## config.mk

```make
export PLATFORM = sky130hd
export DESIGN_NAME = ibex_instr_buffer
export DESIGN_NICKNAME = d
export VERILOG_FILES = /design/src/rtl/ibex_pkg.sv /design/src/rtl/ibex_instr_buffer.sv
export SDC_FILE = /design/constraint.sdc
export NUM_CORES = 1
export LEC_CHECK = 0
export CORE_MARGIN = 4
export CORE_UTILIZATION = 43
export CTS_CLUSTER_DIAMETER = 60
export DETAILED_ROUTE_END_ITERATION = 8
export PLACE_DENSITY_LB_ADDON = 0.1
export SYNTH_ARGS = -nofsm -noshare
export SYNTH_HDL_FRONTEND = slang
export SYNTH_SLANG_ARGS = --single-unit
```

## constraint.sdc

```tcl
create_clock -name clk_i -period 5 [get_ports clk_i]
set_clock_uncertainty 0.2 [all_clocks]
set_input_delay 1.5 -clock clk_i [delete_from_list [all_inputs] [get_ports clk_i]]
set_output_delay 1.5 -clock clk_i [all_outputs]
set_load 0.1 [all_outputs]
```

## src/rtl/ibex_pkg.sv

```systemverilog
// Shared types and constants for the Ibex front-end blocks.
// Carries the instruction-buffer entry layout and its default depth.
// No logic lives here; modules import it with import ibex_pkg::*.

package ibex_pkg;

    // Default number of entries in the fetch-to-decode instruction buffer.
    localparam int unsigned IBUF_DEPTH_DEFAULT = 2;

    // Width of a fetched (already expanded) instruction word and of a PC.
    localparam int unsigned IBUF_XLEN = 32;

    // One buffered instruction. The packed layout is {err, illegal_c, addr, rdata},
    // 66 bits in total, with the error flag in the MSB.
    typedef struct packed {
        logic                 err;
        logic                 illegal_c;
        logic [IBUF_XLEN-1:0] addr;
        logic [IBUF_XLEN-1:0] rdata;
    } ibuf_entry_t;

    localparam int unsigned IBUF_ENTRY_W = $bits(ibuf_entry_t);

endpackage : ibex_pkg

```

## src/rtl/ibex_instr_buffer.sv

```systemverilog
// Instruction buffer between fetch (post compressed expansion) and decode.
// Holds DEPTH entries of {err, illegal_c, addr, rdata}, presents the head to
// the decoder and raises instr_new_o in the first cycle an entry sits at the head.
//
// Latency: an entry pushed into an empty buffer is visible on out_* one cycle
// later (no bypass path).
// Backpressure: in_ready_o depends only on the fill count (and reset), never on
// id_ready_i, so there is no combinational path from decode back to fetch.
//
// Ports:
//   clk_i, rst_i            clock, synchronous active-high reset
//   flush_i                 drop every entry (branch/jump redirect)
//   in_valid_i/in_ready_o   fetch handshake; in_rdata_i, in_addr_i,
//                           in_illegal_c_i, in_err_i carry the entry
//   out_valid_o/id_ready_i  decode handshake; out_rdata_o, out_addr_o,
//                           out_illegal_c_o, out_err_o show the head (0 when empty)
//   instr_new_o             first cycle the current head is presented
//   occupancy_o             number of valid entries

module ibex_instr_buffer
    import ibex_pkg::*;
#(
    parameter int unsigned DEPTH = IBUF_DEPTH_DEFAULT
) (
    input  logic                       clk_i,
    input  logic                       rst_i,
    input  logic                       flush_i,

    input  logic                       in_valid_i,
    output logic                       in_ready_o,
    input  logic [31:0]                in_rdata_i,
    input  logic [31:0]                in_addr_i,
    input  logic                       in_illegal_c_i,
    input  logic                       in_err_i,

    output logic                       out_valid_o,
    output logic [31:0]                out_rdata_o,
    output logic [31:0]                out_addr_o,
    output logic                       out_illegal_c_o,
    output logic                       out_err_o,
    output logic                       instr_new_o,
    input  logic                       id_ready_i,

    output logic [$clog2(DEPTH+1)-1:0] occupancy_o
);

    localparam int unsigned PTR_W = $clog2(DEPTH);
    localparam int unsigned CNT_W = $clog2(DEPTH + 1);

    localparam logic [CNT_W-1:0] CNT_FULL  = CNT_W'(DEPTH);
    localparam logic [CNT_W-1:0] CNT_EMPTY = '0;

    // ------------------------------------------------------------------
    // State
    // ------------------------------------------------------------------
    ibuf_entry_t       mem_q [DEPTH];
    logic [PTR_W-1:0]  wr_ptr_q,    wr_ptr_d;
    logic [PTR_W-1:0]  rd_ptr_q,    rd_ptr_d;
    logic [CNT_W-1:0]  count_q,     count_d;
    logic              head_seen_q, head_seen_d;

    logic              push;
    logic              pop;
    ibuf_entry_t       wr_entry;
    ibuf_entry_t       head_entry;

    // ------------------------------------------------------------------
    // Handshakes
    // ------------------------------------------------------------------
    // Ready is forced low during reset so fetch never sees an acceptance
    // that the reset is about to throw away.
    assign in_ready_o  = (count_q != CNT_FULL) & ~rst_i;
    assign out_valid_o = (count_q != CNT_EMPTY);

    // A flush cancels both handshakes in its cycle; the ready/valid outputs
    // still show their pre-flush values, so fetch must not treat a transfer
    // in the flush cycle as accepted.
    assign push = in_valid_i  & in_ready_o & ~flush_i;
    assign pop  = out_valid_o & id_ready_i & ~flush_i;

    // ------------------------------------------------------------------
    // Storage
    // ------------------------------------------------------------------
    assign wr_entry.err       = in_err_i;
    assign wr_entry.illegal_c = in_illegal_c_i;
    assign wr_entry.addr      = in_addr_i;
    assign wr_entry.rdata     = in_rdata_i;

    // Entry contents carry no reset: they are only observable while the
    // count says they are valid.
    always_ff @(posedge clk_i) begin
        if (push) begin
            mem_q[wr_ptr_q] <= wr_entry;
        end
    end

    assign head_entry = mem_q[rd_ptr_q];

    // ------------------------------------------------------------------
    // Pointer / count / head-tracking next state
    // ------------------------------------------------------------------
    always_comb begin
        wr_ptr_d    = wr_ptr_q;
        rd_ptr_d    = rd_ptr_q;
        count_d     = count_q;
        head_seen_d = head_seen_q;

        if (flush_i) begin
            wr_ptr_d    = '0;
            rd_ptr_d    = '0;
            count_d     = '0;
            head_seen_d = 1'b0;
        end else begin
            // DEPTH is a power of two, so the pointers wrap by plain overflow.
            if (push) begin
                wr_ptr_d = wr_ptr_q + 1'b1;
            end
            if (pop) begin
                rd_ptr_d = rd_ptr_q + 1'b1;
            end

            unique case ({push, pop})
                2'b10:   count_d = count_q + 1'b1;
                2'b01:   count_d = count_q - 1'b1;
                default: count_d = count_q;
            endcase

            // The head has been "seen" once it survives a cycle without being
            // consumed; a pop hands the head slot to a fresh entry.
            if (pop) begin
                head_seen_d = 1'b0;
            end else if (out_valid_o) begin
                head_seen_d = 1'b1;
            end
        end
    end

    always_ff @(posedge clk_i) begin
        if (rst_i) begin
            wr_ptr_q    <= '0;
            rd_ptr_q    <= '0;
            count_q     <= '0;
            head_seen_q <= 1'b0;
        end else begin
            wr_ptr_q    <= wr_ptr_d;
            rd_ptr_q    <= rd_ptr_d;
            count_q     <= count_d;
            head_seen_q <= head_seen_d;
        end
    end

    // ------------------------------------------------------------------
    // Outputs
    // ------------------------------------------------------------------
    // Head fields are zeroed when empty so the decoder never sees stale data.
    assign out_rdata_o     = out_valid_o ? head_entry.rdata     : '0;
    assign out_addr_o      = out_valid_o ? head_entry.addr      : '0;
    assign out_illegal_c_o = out_valid_o ? head_entry.illegal_c : 1'b0;
    assign out_err_o       = out_valid_o ? head_entry.err       : 1'b0;

    assign instr_new_o     = out_valid_o & ~head_seen_q;
    assign occupancy_o     = count_q;

endmodule : ibex_instr_buffer

```

==> results.md, run 1 <==
- Status: finished clean
- Die X: 118 µm
- Post-synth net total: 386
- Leakage: 2.40 nW
- VDD IR max: 0.220 mV
- Final Hold Vio Count: 0
- Total GRT Usage: 15.1%
- CP cell instances: mux2i_1, nor2_1, clkdlybuf4s50_1
- H-tree levels: 4
- Total number of yosys warnings: 0
- FF+latch area: 0.00409 mm²
- Routed length per instance: 16.3 µm
- Vias in the first global route: 3203
- Total CTS buffers: 17
- Synth Cell Area: 0.00523 mm²
- Post-CTS sizing: 0
- Initial DRC Count: 181
- Antenna cell count: 0
- Avg Vias per Cell: 4.91
- Via Count: 3046
- Maximum Capacitance Violations: 0
- Rows: 40
- Headroom to the max-slew limit: 33.5%
- Nets: 535
- Synth area leader: edfxtp_1
- Most frequent cells in the layout: edfxtp_1 (132), clkdlybuf4s50_1 (98), nor2_1 (73), mux2i_1 (66), buf_4 (46)
- Initial antenna violation count: 0
- Root Buffer Master: clkbuf_16
- DRT Wirelength: 10100 µm
- Worst Hold Class: flip-flop to flip-flop
- Post-route ant nets: 0
- PD cells: 355 mW/mm²
- Crit path capture type: output port
- Worst path required time: 3.30 ns
- Multi-input combinational cell area: 0.00107 mm²
- Most common cell after layout, fill and taps aside: edfxtp_1
- Worst hold slack: 0.302 ns
- Pin count of the biggest net entering global routing: 67
- Placed Instance Area: 0.00672 mm²
- Peak Freq: 224 MHz
- CP max stage delay: 1.16 ns
- Syn Inst Count: 314
- Final non-filler cell total: 620
- Final period utilization: 89.3%
- Setup CP Type: flip-flop to output port
- # fillers: 956
- Final worst slack: 0.534 ns
- Drt pass-1 iters: 4
- Area Overhead vs Synth: 38.0%
- I/O Buffers: 141
- Post-CTS setup buffer count: 0
- Worst EP arrival: 2.77 ns
- Worst-Margin Slew: 0.994 ns
- Final instance area: 0.00722 mm²
- Core Box Area: 0.0120 mm²
- Crit path time final: 4.47 ns
- Setup repair after global routing missed its margin: false
- First-pass GRT wire length: 16300 µm
- CP Launch Type: flip-flop
- CP max-delay cell: clkdlybuf4s50_1
- #FFs+latches synth: 138
- Critical-path maximum fanout: 41
- Placed wire-length estimate: 6270 µm
- GRT overflow: 0
- Mapped Avg Cell Area: 16.7 µm²
- CTS Sinks: 138
- Top cell type's share of synthesized area: 75.8%
- Remaining DRCs: 0
- Die ar.: 0.0140 mm²
- Seq/Total Area, Yosys: 78.1%
- RePlAce Congestion: 0.709
- Final setup violation count: 0
- # IOs: 142
- Reg clk slew, reported paths: 0.05 ns
- Die Ht: 118 µm
- Layout cells sized above 1: 15.4%
- CTS tree: yes
- Cell variety after synth: 19
- Hold buffers post-CTS: 0
- DP Worst Slack: 0.956 ns
- DP Cell Count: 591
- Worst skew pair latency: 0.40 ns
- CTS Buffer Depth: 2
- Slew Limit Fails: 0
- Initial Util: 43.7%
- Synth top area cells: edfxtp_1 (76%), mux2i_1 (13%), nor2_1 (5.5%)
==> critical path: cells and delay by family (launching register included) <==
family | cells | cell delay [ns]
multiplexers | 1 | 0.20
buffers and inverters | 1 | 1.16
AND/OR/NAND/NOR | 1 | 0.16
flip-flops | 1 | 0.79
==> where the power goes <==
| group | switching (mW) | internal, mW | leakage, nW |
|---|---|---|---|
| clock network | 0.402 | 0.667 | 0.243 |
| registers | 0.00650 | 1.29 | 1.25 |
| logic | 0.119 | 0.0751 | 0.911 |
| total | 0.528 | 2.03 | 2.40 |
==> registers in the layout, indices dropped and copies added (netlist names), named ones only <==
register     count
mem_q          132
occupancy_o      2
head_seen_q      1
rd_ptr_q         1
wr_ptr_q         1
==> area by class of cell <==
class | instances | area share [%]
well taps | 147 | 2.55
clock inverters | 6 | 0.711
multi-input cells | 158 | 14.9
flip-flops and latches | 138 | 56.6
clock buffers | 23 | 6.20
inverters | 2 | 0.104
repair buffers | 146 | 18.9
==> final timing paths <==
path | start | endpoint | slack [ns] | depth (start not counted)
setup / recovery | flip-flop | out_rdata_o[0] | 0.53 | 3
hold reg to reg | rd_ptr_q | rd_ptr_q | 0.30 | 2
hold / removal | rd_ptr_q | rd_ptr_q | 0.30 | 2
setup reg to reg | occupancy_o[0] | occupancy_o[1] | 2.92 | 5
==> synthesized netlist by cell type (all sizes together) <==
cell and number:
buf 11, nand2b 1, xnor2 1, edfxtp 132, nand3 2, xor2 2
nor2 76, clkbuf 5, ha 1, or3 1, or2 1, a21oi 2
dfxtp 6, inv 2, nor2b 1, a21o 1, mux2i 66, o21ai 3
==> per-layer routing <==
layer,track usage (%),share of wire (%)
met1,18.7,43
met2,24.3,48
met3,5.26,6.3
met4,6.45,1.9
met5,0,0
==> metrics by stage <==
step           power (mW)  util (%)  TNS [ns]
2_1_floorplan        1.43         -    -22.42
3_3_place_gp         1.51      56.2         0
3_5_place_dp         1.52      56.2         0
4_1_cts              2.59      60.4         0
5_1_grt              2.66      60.4         0
6_report             2.56      60.4         0
==> kinds of logic (layout without fill, tap and decap cells) <==
group | count (synthesis) | count (layout) | share of synthesized area, %
mux | 66 | 66 | 12.6
compound gates | 6 | 6 | 0.622
xor+xnor | 3 | 3 | 0.502
buf+inv | 18 | 177 | 1.79
fa+ha+maj | 1 | 1 | 0.239
flops | 138 | 138 | 78.1
simple gates | 82 | 82 | 6.12
(Power assumes the default switching activity.)
==> run 2: changes to the inputs <==
ABC_AREA = 1   (was not set)
CAP_MARGIN = 25   (was not set)
CORE_ASPECT_RATIO = 0.5   (was not set)
CORE_UTILIZATION = 44   (was 43)
==> results.md, run 2 <==
- Worst EP arrival: 2.38 ns (was 2.77 ns)
- Switching share of power: 21.5% (was 20.6%)
- Headroom to the max-slew limit: 34.7% (was 33.5%)
- Placed wire-length estimate: 6760 µm (was 6270 µm)
- Post-CTS setup buffer count: 0 (unchanged)
- Top_reg_cell synth: edfxtp_1 (unchanged)
- Die Ht: 85.7 µm (was 118 µm)
- Rows: 28 (was 40)
- Syn Inst Count: 393 (was 314)
- Final Power: 2.72 mW (was 2.56 mW)
- Worst path required time: 3.30 ns (about the same)
- Root Buffer Master: clkbuf_16 (unchanged)
- Die ar.: 0.0140 mm² (about the same)
- Critical-path maximum fanout: 49 (was 41)
- Met1 wire length: 4710 µm (was 4390 µm)
- Post-CTS sizing: 0 (unchanged)
- Drt pass-1 iters: 4 (unchanged)
- Final period utilization: 81.7% (was 89.3%)
- Async set or reset register ratio after synthesis: 0% (unchanged)
- Pin count of the biggest net entering global routing: 67 (unchanged)
- Worst-Margin Slew: 0.976 ns (was 0.994 ns)
- Via Count: 3443 (was 3046)
- PD cells: 374 mW/mm² (was 355 mW/mm²)
- Logic pwr share: 7.1% (was 7.6%)
- Clk pwr share: 45.3% (was 41.7%)
- DRT Wirelength: 11200 µm (was 10100 µm)
- CP max stage delay: 0.65 ns (was 1.16 ns)
- Critical Path Most Common Cell: buf_4
- Core Box Area: 0.0118 mm² (was 0.0120 mm²)
- # fillers: 939 (was 956)
- CTS Buffer Depth: 2 (unchanged)
- H-tree levels: 4 (unchanged)
- Total CTS buffers: 17 (unchanged)
- Final Hold Vio Count: 0 (unchanged)
- FF+latch area: 0.00409 mm² (about the same)
- Initial DRC Count: 198 (was 181)
- CTS tree: yes (unchanged)
- CP max-delay cell: buf_4 (was clkdlybuf4s50_1)
- Most frequent cells in the layout: nand2_1 (138), edfxtp_1 (132), clkdlybuf4s50_1 (74), buf_4 (73), a21oi_1 (50) (was edfxtp_1 (132), clkdlybuf4s50_1 (98), nor2_1 (73), mux2i_1 (66), buf_4 (46))
- Nets: 611 (was 535)
- Worst Hold Class: flip-flop to flip-flop (unchanged)
- Total number of yosys warnings: 0 (unchanged)
- RePlAce Congestion: 0.706 (was 0.709)
- Crit path capture type: output port (unchanged)
- Setup repair after global routing missed its margin: false (unchanged)
- P_int: 2.13 mW (was 2.03 mW)
- Post-synth top cells: nand2_1 (138), edfxtp_1 (132), a21oi_1 (50) (was edfxtp_1 (132), nor2_1 (76), mux2i_1 (66))
- Most frequent cell after synthesis: nand2_1 (was edfxtp_1)
- Slew Limit Fails: 0 (unchanged)
- Status: finished clean (unchanged)
- Post-synth EDFFs: 132 (unchanged)
- # IOs: 142 (unchanged)
- DP Cell Count: 685 (was 591)
- Seq/Total Area, Yosys: 76.8% (was 78.1%)
- Die X: 163 µm (was 118 µm)
- Most common cell after layout, fill and taps aside: nand2_1 (was edfxtp_1)
- Crit path time final: 4.08 ns (was 4.47 ns)
- Mapped Avg Cell Area: 13.5 µm² (was 16.7 µm²)
- CP cell instances: nor2_4, buf_4, a21oi_1, buf_4 (was mux2i_1, nor2_1, clkdlybuf4s50_1)
- Layout Utilization: 61.6% (was 60.4%)
- Synth Cell Area: 0.00532 mm² (was 0.00523 mm²)
- Hold buffers post-CTS: 0 (unchanged)
- Peak Freq: 245 MHz (was 224 MHz)
- Cell variety after synth: 20 (was 19)
- Remaining DRCs: 0 (unchanged)
- Final non-filler cell total: 717 (was 620)
- CP Launch Type: flip-flop (unchanged)
- Reg with most FFs: mem_q (unchanged)
- Avg Vias per Cell: 4.80 (was 4.91)
- Routed wl met3: 721 µm (was 639 µm)
- CTS Sinks: 138 (unchanged)
- Reg clk slew, reported paths: 0.06 ns (was 0.05 ns)
- Sequential share of power: 47.5% (was 50.7%)
- Worst hold slack: 0.305 ns (was 0.302 ns)
- Total GRT Usage: 16.4% (was 15.1%)
- Maximum Capacitance Violations: 0 (unchanged)
- Worst skew pair latency: 0.41 ns (was 0.40 ns)
- Initial antenna violation count: 0 (unchanged)
- Multi-input combinational cell area: 0.00106 mm² (was 0.00107 mm²)
- Initial Util: 45.0% (was 43.7%)
- Max layer used: met4 (unchanged)
- GRT overflow: 0 (unchanged)
- Net switching power: 583 µW (was 528 µW)
- Post-synth net total: 465 (was 386)
- Total Neg Setup Slack: 0 ns (unchanged)
- Routed length per instance: 15.7 µm (was 16.3 µm)
- Area Overhead vs Synth: 36.7% (was 38.0%)
- Vias in the first global route: 3486 (was 3203)
- Leakage: 2.68 nW (was 2.40 nW)
- I/O Buffers: 141 (unchanged)
- Layout cells sized above 1: 23.7% (was 15.4%)
- VDD IR max: 0.260 mV (was 0.220 mV)
- First-pass GRT wire length: 17300 µm (was 16300 µm)
- #FFs+latches synth: 138 (unchanged)
- Max reg flops: 132 (unchanged)
- Synth area leader: edfxtp_1 (unchanged)
- Synth top area cells: edfxtp_1 (75%), nand2_1 (9.7%), a21oi_1 (4.7%) (was edfxtp_1 (76%), mux2i_1 (13%), nor2_1 (5.5%))
- Antenna cell count: 0 (unchanged)
- Setup CP Type: flip-flop to output port (unchanged)
- WL met2: 5610 µm (was 4900 µm)
- Final setup violation count: 0 (unchanged)
- Top cell type's share of synthesized area: 74.6% (was 75.8%)
- Post-route ant nets: 0 (unchanged)
## run 2: changes by cell type in the layout (fill, tap and decap cells not counted), sizes merged, moves of 3 or more
cell           previous run  this run
nand2                     0       138
a21oi                     2        70
mux2i                    66         0
nor2                     76        11
buf                      48        74
clkdlybuf4s50            98        74
inv                       2         8
clkbuf                   23        18
clkinv                    5         8
## run 2: cell type report
cell class | instances | area share (%)
tap | 165 | 2.84
inverter | 7 | 0.362
multi-input combinational | 227 | 14.5
clock inverter | 14 | 2.12
timing repair buffer | 148 | 18.0
clock buffer | 18 | 5.91
sequential | 138 | 56.2
## run 2: path summary, 6_finish.rpt
check	start	to	slack [ns]	depth (start not counted)
hold reg to reg	rd_ptr_q	flip-flop	0.31	2
setup reg to reg	occupancy_o[1]	flip-flop	2.77	5
hold / removal	rd_ptr_q	flip-flop	0.31	2
setup / recovery	occupancy_o[1]	out_addr_o[26]	0.92	4
## run 2: power by group through the flow
| stage | Combinational [mW] | Clock (mW) | Sequential, mW |
|---|---|---|---|
| final | 0.194 | 1.23 | 1.29 |
| after global routing | 0.204 | 1.32 | 1.29 |
| after CTS | 0.196 | 1.26 | 1.29 |
| after detailed placement | 0.195 | 0 | 1.32 |
| after global placement | 0.194 | 0 | 1.32 |
| after floorplan | 0.105 | 0 | 1.32 |
## run 2: logic make-up after synthesis
logic type | Yosys count | synth area share (%)
simple gates | 154 | 11.3
flops | 138 | 76.8
compound gates | 72 | 8.19
buf+inv | 28 | 3.44
fa+ha+maj | 1 | 0.235
## run 2: critical path, delay by kind of cell, from the launching register on
| kind | cells | cell delay, ns |
|---|---|---|
| compound gates | 1 | 0.15 |
| flops | 1 | 0.37 |
| simple gates | 1 | 0.46 |
| buf+inv | 2 | 0.93 |
## run 2: layer usage
metal,track usage [%],up-vias
met5,0,-
met4,7.15,0
met3,4.94,19
met2,27.7,105
met1,19.8,1644
li1,-,1675
## run 2: stage by stage
stage,setup WS (ns),instance area (µm²)
detailed placement,0.938,6680
CTS,0.862,7270
global placement,0.933,6680
finish,0.916,7270
floorplan,0.339,5320
global route,0.747,7270
==> run 3: changes to the inputs <==
clock period = 3.75 ns   (was 5 ns; I/O delays follow)
==> results.md, run 3 (synthesis gave the netlist of run 2 again) <==
- Area Overhead vs Synth: 53.8% (was 36.7%)
- Final Power: 3.68 mW (was 2.72 mW)
- Initial antenna violation count: 0 (unchanged)
- FF+latch area: 0.00409 mm² (unchanged)
- Antenna cell count: 0 (unchanged)
- Worst path required time: 2.42 ns (was 3.30 ns)
- Critical R2R Launch: occupancy_o[1] (unchanged)
- Multi-input combinational cell area: 0.00108 mm² (was 0.00106 mm²)
- Die X: 163 µm (unchanged)
- Status: finished clean (unchanged)
- Worst Hold Class: flip-flop to flip-flop (unchanged)
- CP max stage delay: 0.62 ns (was 0.65 ns)
- Initial DRC Count: 196 (was 198)
- Core Box Area: 0.0118 mm² (unchanged)
- Rows: 28 (unchanged)
- Layout cells sized above 1: 26.7% (was 23.7%)
- CTS Sinks: 138 (unchanged)
- CP bufs+invs: 2 (unchanged)
- Post-CTS setup buffer count: 0 (unchanged)
- CP cell instances: buf_4, nand2_1, a21oi_1, buf_12 (was nor2_4, buf_4, a21oi_1, buf_4)
- Crit path time final: 3.37 ns
- CTS tree: yes (unchanged)
- RePlAce Congestion: 0.748 (was 0.706)
- Peak Freq: 297 MHz
- Setup CP Type: flip-flop to output port (unchanged)
- Most frequent cells in the layout: nand2_1 (138), edfxtp_1 (132), clkdlybuf4s50_1 (70), buf_12 (70), a21oi_1 (43) (was nand2_1 (138), edfxtp_1 (132), clkdlybuf4s50_1 (74), buf_4 (73), a21oi_1 (50))
- R2R Path End: occupancy_o[1]
- Maximum Capacitance Violations: 0 (unchanged)
- Avg Vias per Cell: 4.77 (was 4.80)
- GRT overflow: 0 (unchanged)
- Headroom to the max-slew limit: 68.8% (was 34.7%)
- Worst EP arrival: 2.05 ns (was 2.38 ns)
- Die Ht: 85.7 µm (unchanged)
- PD cells: 451 mW/mm² (was 374 mW/mm²)
- Root Buffer Master: clkbuf_16 (unchanged)
- Most common cell after layout, fill and taps aside: nand2_1 (unchanged)
- I/O Buffers: 141 (unchanged)
- Kind of cell adding the most delay to the critical path: flip-flops (was buffers and inverters)
- Reg with most FFs: mem_q (unchanged)
- H-tree levels: 4 (unchanged)
- Post-CTS sizing: 0 (unchanged)
- Slew Limit Fails: 0 (unchanged)
- VDD IR max: 0.303 mV (was 0.260 mV)
- Worst skew pair latency: 0.40 ns (was 0.41 ns)
- Routed length per instance: 15.9 µm (was 15.7 µm)
- Hold buffers post-CTS: 0 (unchanged)
- Hold path start: rd_ptr_q (unchanged)
- Leakage: 2.90 nW (was 2.68 nW)
- Flop2flop setup slack: 1.83 ns (was 2.77 ns)
- Worst-Margin Slew: 0.469 ns (was 0.976 ns)
- Via Count: 3433 (was 3443)
- DP Worst Slack: 0.428 ns (was 0.938 ns)
- Remaining DRCs: 0 (unchanged)
- Final worst slack: 0.379 ns (was 0.916 ns)
- Die ar.: 0.0140 mm² (unchanged)
- Layout Utilization: 69.2% (was 61.6%)
- Total CTS buffers: 17 (unchanged)
- Register-to-Register Path Depth: 8 (was 5)
- Final Hold Vio Count: 0 (unchanged)
- Initial Util: 45.0% (unchanged)
- First-pass GRT wire length: 18300 µm (was 17300 µm)
- # fillers: 830 (was 939)
- # IOs: 142 (unchanged)
- CP Launch Type: flip-flop (unchanged)
- Crit path capture type: output port (unchanged)
- Drt pass-1 iters: 4 (unchanged)
- DRT Wirelength: 11400 µm (was 11200 µm)
- CTS Buffer Depth: 2 (unchanged)
- Post-route ant nets: 0 (unchanged)
- Placed wire-length estimate: 7200 µm (was 6760 µm)
- Final period utilization: 89.9%
- Pin count of the biggest net entering global routing: 53 (was 67)
- Worst hold stages: 2 (unchanged)
- Setup repair after global routing missed its margin: false (unchanged)
- Final setup violation count: 0 (unchanged)
- Critical-path maximum fanout: 24 (was 49)
- Max reg flops: 132 (unchanged)
- CP max-delay cell: dfxtp_2 (was buf_4)
- Nets: 614 (was 611)
- Total GRT Usage: 17.1% (was 16.4%)
- Reg clk slew, reported paths: 0.06 ns (about the same)
- Vias in the first global route: 3722 (was 3486)
run 3: cell types whose count changed in the layout (fill, tap and decap cells not counted), sizes merged:
cell / delta
buf: +7
clkdlybuf4s50: -4
clkinvlp: +1
clkbuf: -1
bufinv: -1
clkinv: -4
inv: +5
run 3: worst min-delay path, stage by stage, from the launching register on:
cell	delay, ns
dfxtp_1	0.32
nor2_1	0.05
nor2_1	0.08
run 3: report_power, final:
group | internal [mW] | total, mW | switching [mW] | leakage [nW]
Sequential | 1.72 | 1.72 | 0.00673 | 1.25
Combinational | 0.127 | 0.298 | 0.171 | 1.38
Clock | 0.992 | 1.66 | 0.670 | 0.281
Total | 2.84 | 3.68 | 0.848 | 2.90
run 3: routing by layer:
metal  vias to the layer above  routed length [µm]  track usage [%]  part of all wire [%]
li1                       1680                   -                -                     -
met1                      1666                4820             20.1                    42
met2                        82                5770             29.7                    51
met3                         5                 764             6.48                   6.7
met4                         0                  56             4.87                  0.49
met5                         -                   0                0                     0
run 3: worst max-delay path by stage:
stage / from / to / slack [ns] / cells after the start
after floorplan: occupancy_o[1] / out_addr_o[10] / -0.41 / 3
after global placement: rst_i / in_ready_o / 0.43 / 3
after detailed placement: rst_i / in_ready_o / 0.43 / 3
after CTS: flip-flop / out_rdata_o[2] / 0.33 / 4
after global routing: flip-flop / out_rdata_o[2] / 0.24 / 4
final: flip-flop / out_rdata_o[2] / 0.38 / 4
run 3: area by class of cell:
class	instances	area share, %
sequential	138	50.0
timing repair buffer	151	26.7
multi-input combinational	227	13.3
clock buffer	17	5.20
inverter	7	0.321
clock inverter	15	2.00
tap	165	2.53
run 3: stage by stage:
stage | setup TNS, ns | cells | hold slack (ns) | cell area (µm²)
final | 0 | 720 | 0.293 | 8180
after detailed placement | 0 | 688 | 0.284 | 7590
after CTS | 0 | 720 | 0.298 | 8180
after global placement | 0 | 688 | 0.278 | 7590
after global routing | 0 | 720 | 0.334 | 8180
after floorplan | -16.24 | 393 | 0.267 | 5350
